$ cat src/rtl/mem_wb_skid_stage.sv
// MEM->WB pipeline register with a valid/ready handshake and a two-entry skid buffer.
// The head (main) entry drives the write-back lanes. The skid entry absorbs one extra
// entry so that in_ready_out is always taken straight from a flop. Buffered writes that
// have not yet retired can be looked up for forwarding.
module mem_wb_skid_stage #(
  parameter int LANES     = 1,
  parameter int DATA_W    = 32,
  parameter int IDX_W     = 5,
  parameter int SQUASH_X0 = 1
) (
  input  logic                    clk_in,
  input  logic                    rst_in,
  input  logic                    rdy_in,
  input  logic                    flush_in,
  input  logic                    in_valid_in,
  output logic                    in_ready_out,
  input  logic [LANES-1:0]        rdE_in,
  input  logic [LANES*IDX_W-1:0]  rdIdx_in,
  input  logic [LANES*DATA_W-1:0] rdData_in,
  output logic                    out_valid_out,
  input  logic                    out_ready_in,
  output logic [LANES-1:0]        rdE_out,
  output logic [LANES*IDX_W-1:0]  rdIdx_out,
  output logic [LANES*DATA_W-1:0] rdData_out,
  input  logic [IDX_W-1:0]        fwd_idx_in,
  output logic                    fwd_hit_out,
  output logic [DATA_W-1:0]       fwd_data_out,
  output logic [1:0]              count_out
);

  logic                    main_valid;
  logic [LANES-1:0]        main_e;
  logic [LANES*IDX_W-1:0]  main_idx;
  logic [LANES*DATA_W-1:0] main_data;

  logic                    skid_valid;
  logic [LANES-1:0]        skid_e;
  logic [LANES*IDX_W-1:0]  skid_idx;
  logic [LANES*DATA_W-1:0] skid_data;

  logic                    in_ready_q;
  logic [LANES-1:0]        cap_e;
  logic                    accept;
  logic                    pop;

  assign in_ready_out = in_ready_q;
  assign accept       = rdy_in & in_valid_in & in_ready_q;
  assign pop          = rdy_in & main_valid & out_ready_in;

  // Enables as they will be stored: writes to x0 lose their enable when squashing is on
  always_comb begin
    cap_e = rdE_in;
    for (int l = 0; l < LANES; l++) begin
      if ((SQUASH_X0 != 0) && (rdIdx_in[l*IDX_W +: IDX_W] == '0)) begin
        cap_e[l] = 1'b0;
      end
    end
  end

  // Two-entry buffer update; flush beats everything, and nothing moves while rdy_in is low
  always_ff @(posedge clk_in or negedge rst_in) begin
    if (!rst_in) begin
      main_valid <= 1'b0;
      main_e     <= '0;
      main_idx   <= '0;
      main_data  <= '0;
      skid_valid <= 1'b0;
      skid_e     <= '0;
      skid_idx   <= '0;
      skid_data  <= '0;
      in_ready_q <= 1'b1;
    end else if (rdy_in) begin
      if (flush_in) begin
        main_valid <= 1'b0;
        skid_valid <= 1'b0;
        in_ready_q <= 1'b1;
      end else if (!main_valid) begin
        if (accept) begin
          main_valid <= 1'b1;
          main_e     <= cap_e;
          main_idx   <= rdIdx_in;
          main_data  <= rdData_in;
        end
      end else if (!skid_valid) begin
        if (accept && pop) begin
          main_e    <= cap_e;
          main_idx  <= rdIdx_in;
          main_data <= rdData_in;
        end else if (accept) begin
          skid_valid <= 1'b1;
          skid_e     <= cap_e;
          skid_idx   <= rdIdx_in;
          skid_data  <= rdData_in;
          in_ready_q <= 1'b0;
        end else if (pop) begin
          main_valid <= 1'b0;
        end
      end else if (pop) begin
        main_e     <= skid_e;
        main_idx   <= skid_idx;
        main_data  <= skid_data;
        skid_valid <= 1'b0;
        skid_e     <= '0;
        skid_idx   <= '0;
        skid_data  <= '0;
        in_ready_q <= 1'b1;
      end
    end
  end

  assign out_valid_out = main_valid;
  assign rdE_out       = main_valid ? main_e    : '0;
  assign rdIdx_out     = main_valid ? main_idx  : '0;
  assign rdData_out    = main_valid ? main_data : '0;
  assign count_out     = {1'b0, main_valid} + {1'b0, skid_valid};

  // Forwarding lookup: later matches override earlier ones, so skid beats main and higher lanes win
  always_comb begin
    fwd_hit_out  = 1'b0;
    fwd_data_out = '0;
    for (int l = 0; l < LANES; l++) begin
      if (main_valid && main_e[l] && (main_idx[l*IDX_W +: IDX_W] == fwd_idx_in)) begin
        fwd_hit_out  = 1'b1;
        fwd_data_out = main_data[l*DATA_W +: DATA_W];
      end
    end
    for (int l = 0; l < LANES; l++) begin
      if (skid_valid && skid_e[l] && (skid_idx[l*IDX_W +: IDX_W] == fwd_idx_in)) begin
        fwd_hit_out  = 1'b1;
        fwd_data_out = skid_data[l*DATA_W +: DATA_W];
      end
    end
    if ((SQUASH_X0 != 0) && (fwd_idx_in == '0)) begin
      fwd_hit_out  = 1'b0;
      fwd_data_out = '0;
    end
  end

endmodule

$ cat config.mk
export PLATFORM = sky130hd
export DESIGN_NAME = mem_wb_skid_stage
export DESIGN_NICKNAME = d
export VERILOG_FILES = /design/src/rtl/mem_wb_skid_stage.sv
export SDC_FILE = /design/constraint.sdc
export NUM_CORES = 1
export LEC_CHECK = 0
export CORE_ASPECT_RATIO = 0.5
export CORE_MARGIN = 8
export CORE_UTILIZATION = 45
export CTS_CLUSTER_SIZE = 14
export DETAILED_ROUTE_END_ITERATION = 6
export HOLD_SLACK_MARGIN = 0.05
export PLACE_DENSITY = 0.78
export SKIP_CTS_REPAIR_TIMING = 1
export SKIP_LAST_GASP = 1
export SLEW_MARGIN = 0
export SYNTH_ARGS = -nofsm -noshare
export SYNTH_HDL_FRONTEND = slang
export SYNTH_SLANG_ARGS = --single-unit
$ cat constraint.sdc
create_clock -name clk_in -period 1.9 [get_ports clk_in]
set_input_delay 0.38 -clock clk_in [delete_from_list [all_inputs] [get_ports clk_in]]
set_output_delay 0.38 -clock clk_in [all_outputs]
set_load 0.01 [all_outputs]
==> metrics.md <==
| Metric | Value |
|---|---|
| Detailed placement HPWL | ~10 mm |
| TritonCTS clock tree | built |
| Count of pins over their slew limit | 0 |
| Remaining antenna violation count after routing | 0 |
| Share of post-route cells with drive strength above 1 | 0.284 |
| Via-per-instance ratio | 6.21 |
| Syn nets | 525 |
| Setup-violating endpoint count in the final report | 72 |
| Wirelength per Cell | 22.5 um |
| First-pass DRT Iterations | 5 |
| Setup_tns | -17.71 ns |
| Cell Count, Final, Fillers Out | 773 |
| Final setup slack of the worst path | -0.593 ns |
| Cell row count | 26 |
| Maximum buffer depth of the clock tree | 2 |
| Crit Path Max Fanout | 24 |
| Worst relative slew slack | 0.725 |
| DP Cell Count | 731 |
| Required time reported for the critical path endpoint | roughly 1.5 ns |
| Die Span Y | 88.5 um |
| Area added between synthesis and finish | 52.3% |
| Violated checks | setup timing |
| Power density cells | 881 mW/mm2 |
| Maximum number of pins on one net before global-route repair | 53 |
| Violation count after the first detailed-routing iteration | 444 |
| Slowest library cell on the worst path | sky130_fd_sc_hd__dfrtp_1 |
| Layout net count | between 600 and 700 |
| Most common library cell in the layout ignoring fill and taps | sky130_fd_sc_hd__dfrtp_1 |
| Critical Path End Type | primary output |
| Avg Cell Area, Syn | 9.98 um2 |
| Ratio of final minimum period to clock period | 1.31 |
| Total wirelength of the detailed-routed design | 17.4 mm |
| Maximum vdd drop | 0.473 mV |
| Mapped Cells | 474 |
| Crit start category | flip-flop |
| Sinks on Clock Net | 79 |
| Cell variety after synth | 39 |
| Number of input and output port buffers inserted | 123 |
| Period minus WS final | 2.49 ns |
| Sequential share of the synthesized area | 0.418 |
| Outcome | complete, but fails checks |
| Transition time at the pin with the least slew margin | a little over 0.4 ns |
| Flip-flop and latch count after synthesis | 79 |
| Number of global-route vias before repair | 4728 |
| Antenna cells | 0 |
| CTS buffer count | 9 |
| Initial Utilization | 0.463 |
| Number of warnings reported in the yosys synthesis log | 0 |
| Cell at the root of the clock tree | sky130_fd_sc_hd__clkbuf_16 |
| Final hold vios | 0 |
| Weighted congestion at the end of routability-driven global placement | 0.859 |
| Combined buffer and inverter count along the critical path | 2 |
| Setup repair after global routing missed its margin | true |
| Post-synthesis instance area | ~0.0047 mm2 |
| Crit path arrival time | around 2.1 ns |
| Detailed-route via count | 4804 |
| Die area | 0.0142 mm2 |
| First-pass GRT wire length | about 25 mm |
| LEAKAGE | 3.69 nW |
| Async set-reset flop share out of synthesis | 1.00 |
| Num ports | about 120 |
| Final worst clock skew | 0.00645 ns |
| Number of maximum-capacitance constraint violations | 0 |
| Initial antenna violation count | 0 |
| CTS H-tree lvls | 3 |
| Overflow left after global routing | 0 |
| Clock slew at reported path FFs | 0.06 ns |
| Placeable Area | just over 0.01 mm2 |
| Count of flip-flops with a built-in enable after synthesis | 0 |
| Kind of cell with the highest combined delay on the critical path | buffers and inverters |
| GRT Total Usage | 0.213 |
| Highest clock frequency the design can meet | 0.401 GHz |
| Detailed-route DRC error count | 0 |
| Delay contributed by the slowest stage of the critical path | 0.41 ns |
| Cell breakdown of the critical path | xnor2_2, and4_2, buf_12, nand3_1, a211oi_1, dlymetal6s2s_1 |
| Primary FF master, synth | sky130_fd_sc_hd__dfrtp_1 |
| Clock latency on the worst-skew pair | 0.34 ns |
| Min Hold Slack | between 0.5 and 0.6 ns |
| Class of the tightest hold or removal check | flip-flop to flip-flop |
| Horizontal die dimension | 161 um |
| Type of the setup path with the least slack | flip-flop to primary output |
| Commonest non-fill, non-tap cells in the layout | sky130_fd_sc_hd__dfrtp_1, sky130_fd_sc_hd__dlymetal6s2s_1, sky130_fd_sc_hd__clkdlybuf4s50_1 |
-- state kept, by name (all words and copies together), names as in the netlist --
signal         flops
out_valid_out      1
skid_e             1
in_ready_out       1
skid_valid         1
skid_idx           5
main_data         32
main_e             1
main_idx           5
skid_data         32
-- routing by layer --
metal / up-vias / routed length (um) / global-route usage
met1: 2426 / 6970 / 0.249
met4: 0 / 351 / 0.0792
li1: 2098 / - / -
met3: 35 / 1340 / 0.0469
met5: - / 0 / 0
met2: 245 / 8760 / 0.385
-- where the power goes --
part           leakage [nW]  switching, mW  internal, mW  total [mW]
Sequential            0.995          0.393          2.15        2.54
Combinational          2.55          0.974          1.00        1.98
Clock                 0.151          0.688          1.14        1.83
-- area by class of cell --
cell class,instances,area [um2]
Sequential cell,79,1980
Multi-Input combinational cell,337,2570
Clock inverter,6,86.3
Fill cell,697,3010
Inverter,3,11.3
Timing Repair Buffer,199,2150
Tap cell,140,175
Clock buffer,9,225
-- worst paths after layout --
path	start	slack (ns)	end	cells after the start
setup / recovery	skid_idx[2]	-0.59	fwd_data_out[0]	6
min in group asynchronous	rst_in	0.55	main_data[5]	3
hold reg to reg	skid_data[30]	0.53	skid_data[30]	1
max in group asynchronous	rst_in	0.96	main_data[15]	3
hold / removal	skid_data[30]	0.53	skid_data[30]	1
setup reg to reg	skid_valid	-0.12	main_idx[0]	11
-- cell usage after synthesis (all sizes together) (2+ instances only) --
cell | number | area, um2
mux2i | 37 | 370
nand3 | 35 | 180
clkbuf | 20 | 76.3
xnor2 | 10 | 87.6
nand2b | 2 | 12.5
nand2 | 6 | 22.5
nor2 | 4 | 20.0
nand4 | 2 | 12.5
a21oi | 39 | 195
ha | 2 | 25.0
buf | 35 | 226
nor3 | 3 | 15.0
dfrtp | 78 | 1950
o21ai | 35 | 175
a22o | 37 | 324
and2 | 40 | 250
inv | 3 | 11.3
a31oi | 39 | 244
and3 | 2 | 12.5
a211oi | 33 | 398
-- logic make-up after synthesis --
family / count (synthesis) / share of synthesized area
XOR/XNOR: 10 / 0.0185
adder cells (fa/ha/maj): 2 / 0.00529
AO/OA/AOI/OAI: 190 / 0.295
flip-flops: 79 / 0.418
multiplexers: 38 / 0.0807
AND/OR/NAND/NOR: 97 / 0.116
buffers and inverters: 58 / 0.0664
-- stage by stage --
stage / cell area [um2] / util / setup slack (ns) / power (mW)
floorplan: 4730 / - / 0.0350 / 3.38
global placement: 6330 / 0.620 / -1.01 / 4.07
detailed placement: 6330 / 0.620 / -1.12 / 4.15
CTS: 6650 / 0.651 / -1.11 / 5.99
global route: 7200 / 0.705 / -0.643 / 6.64
finish: 7200 / 0.705 / -0.593 / 6.34
No activity file was read; power rests on OpenSTA's default activity.
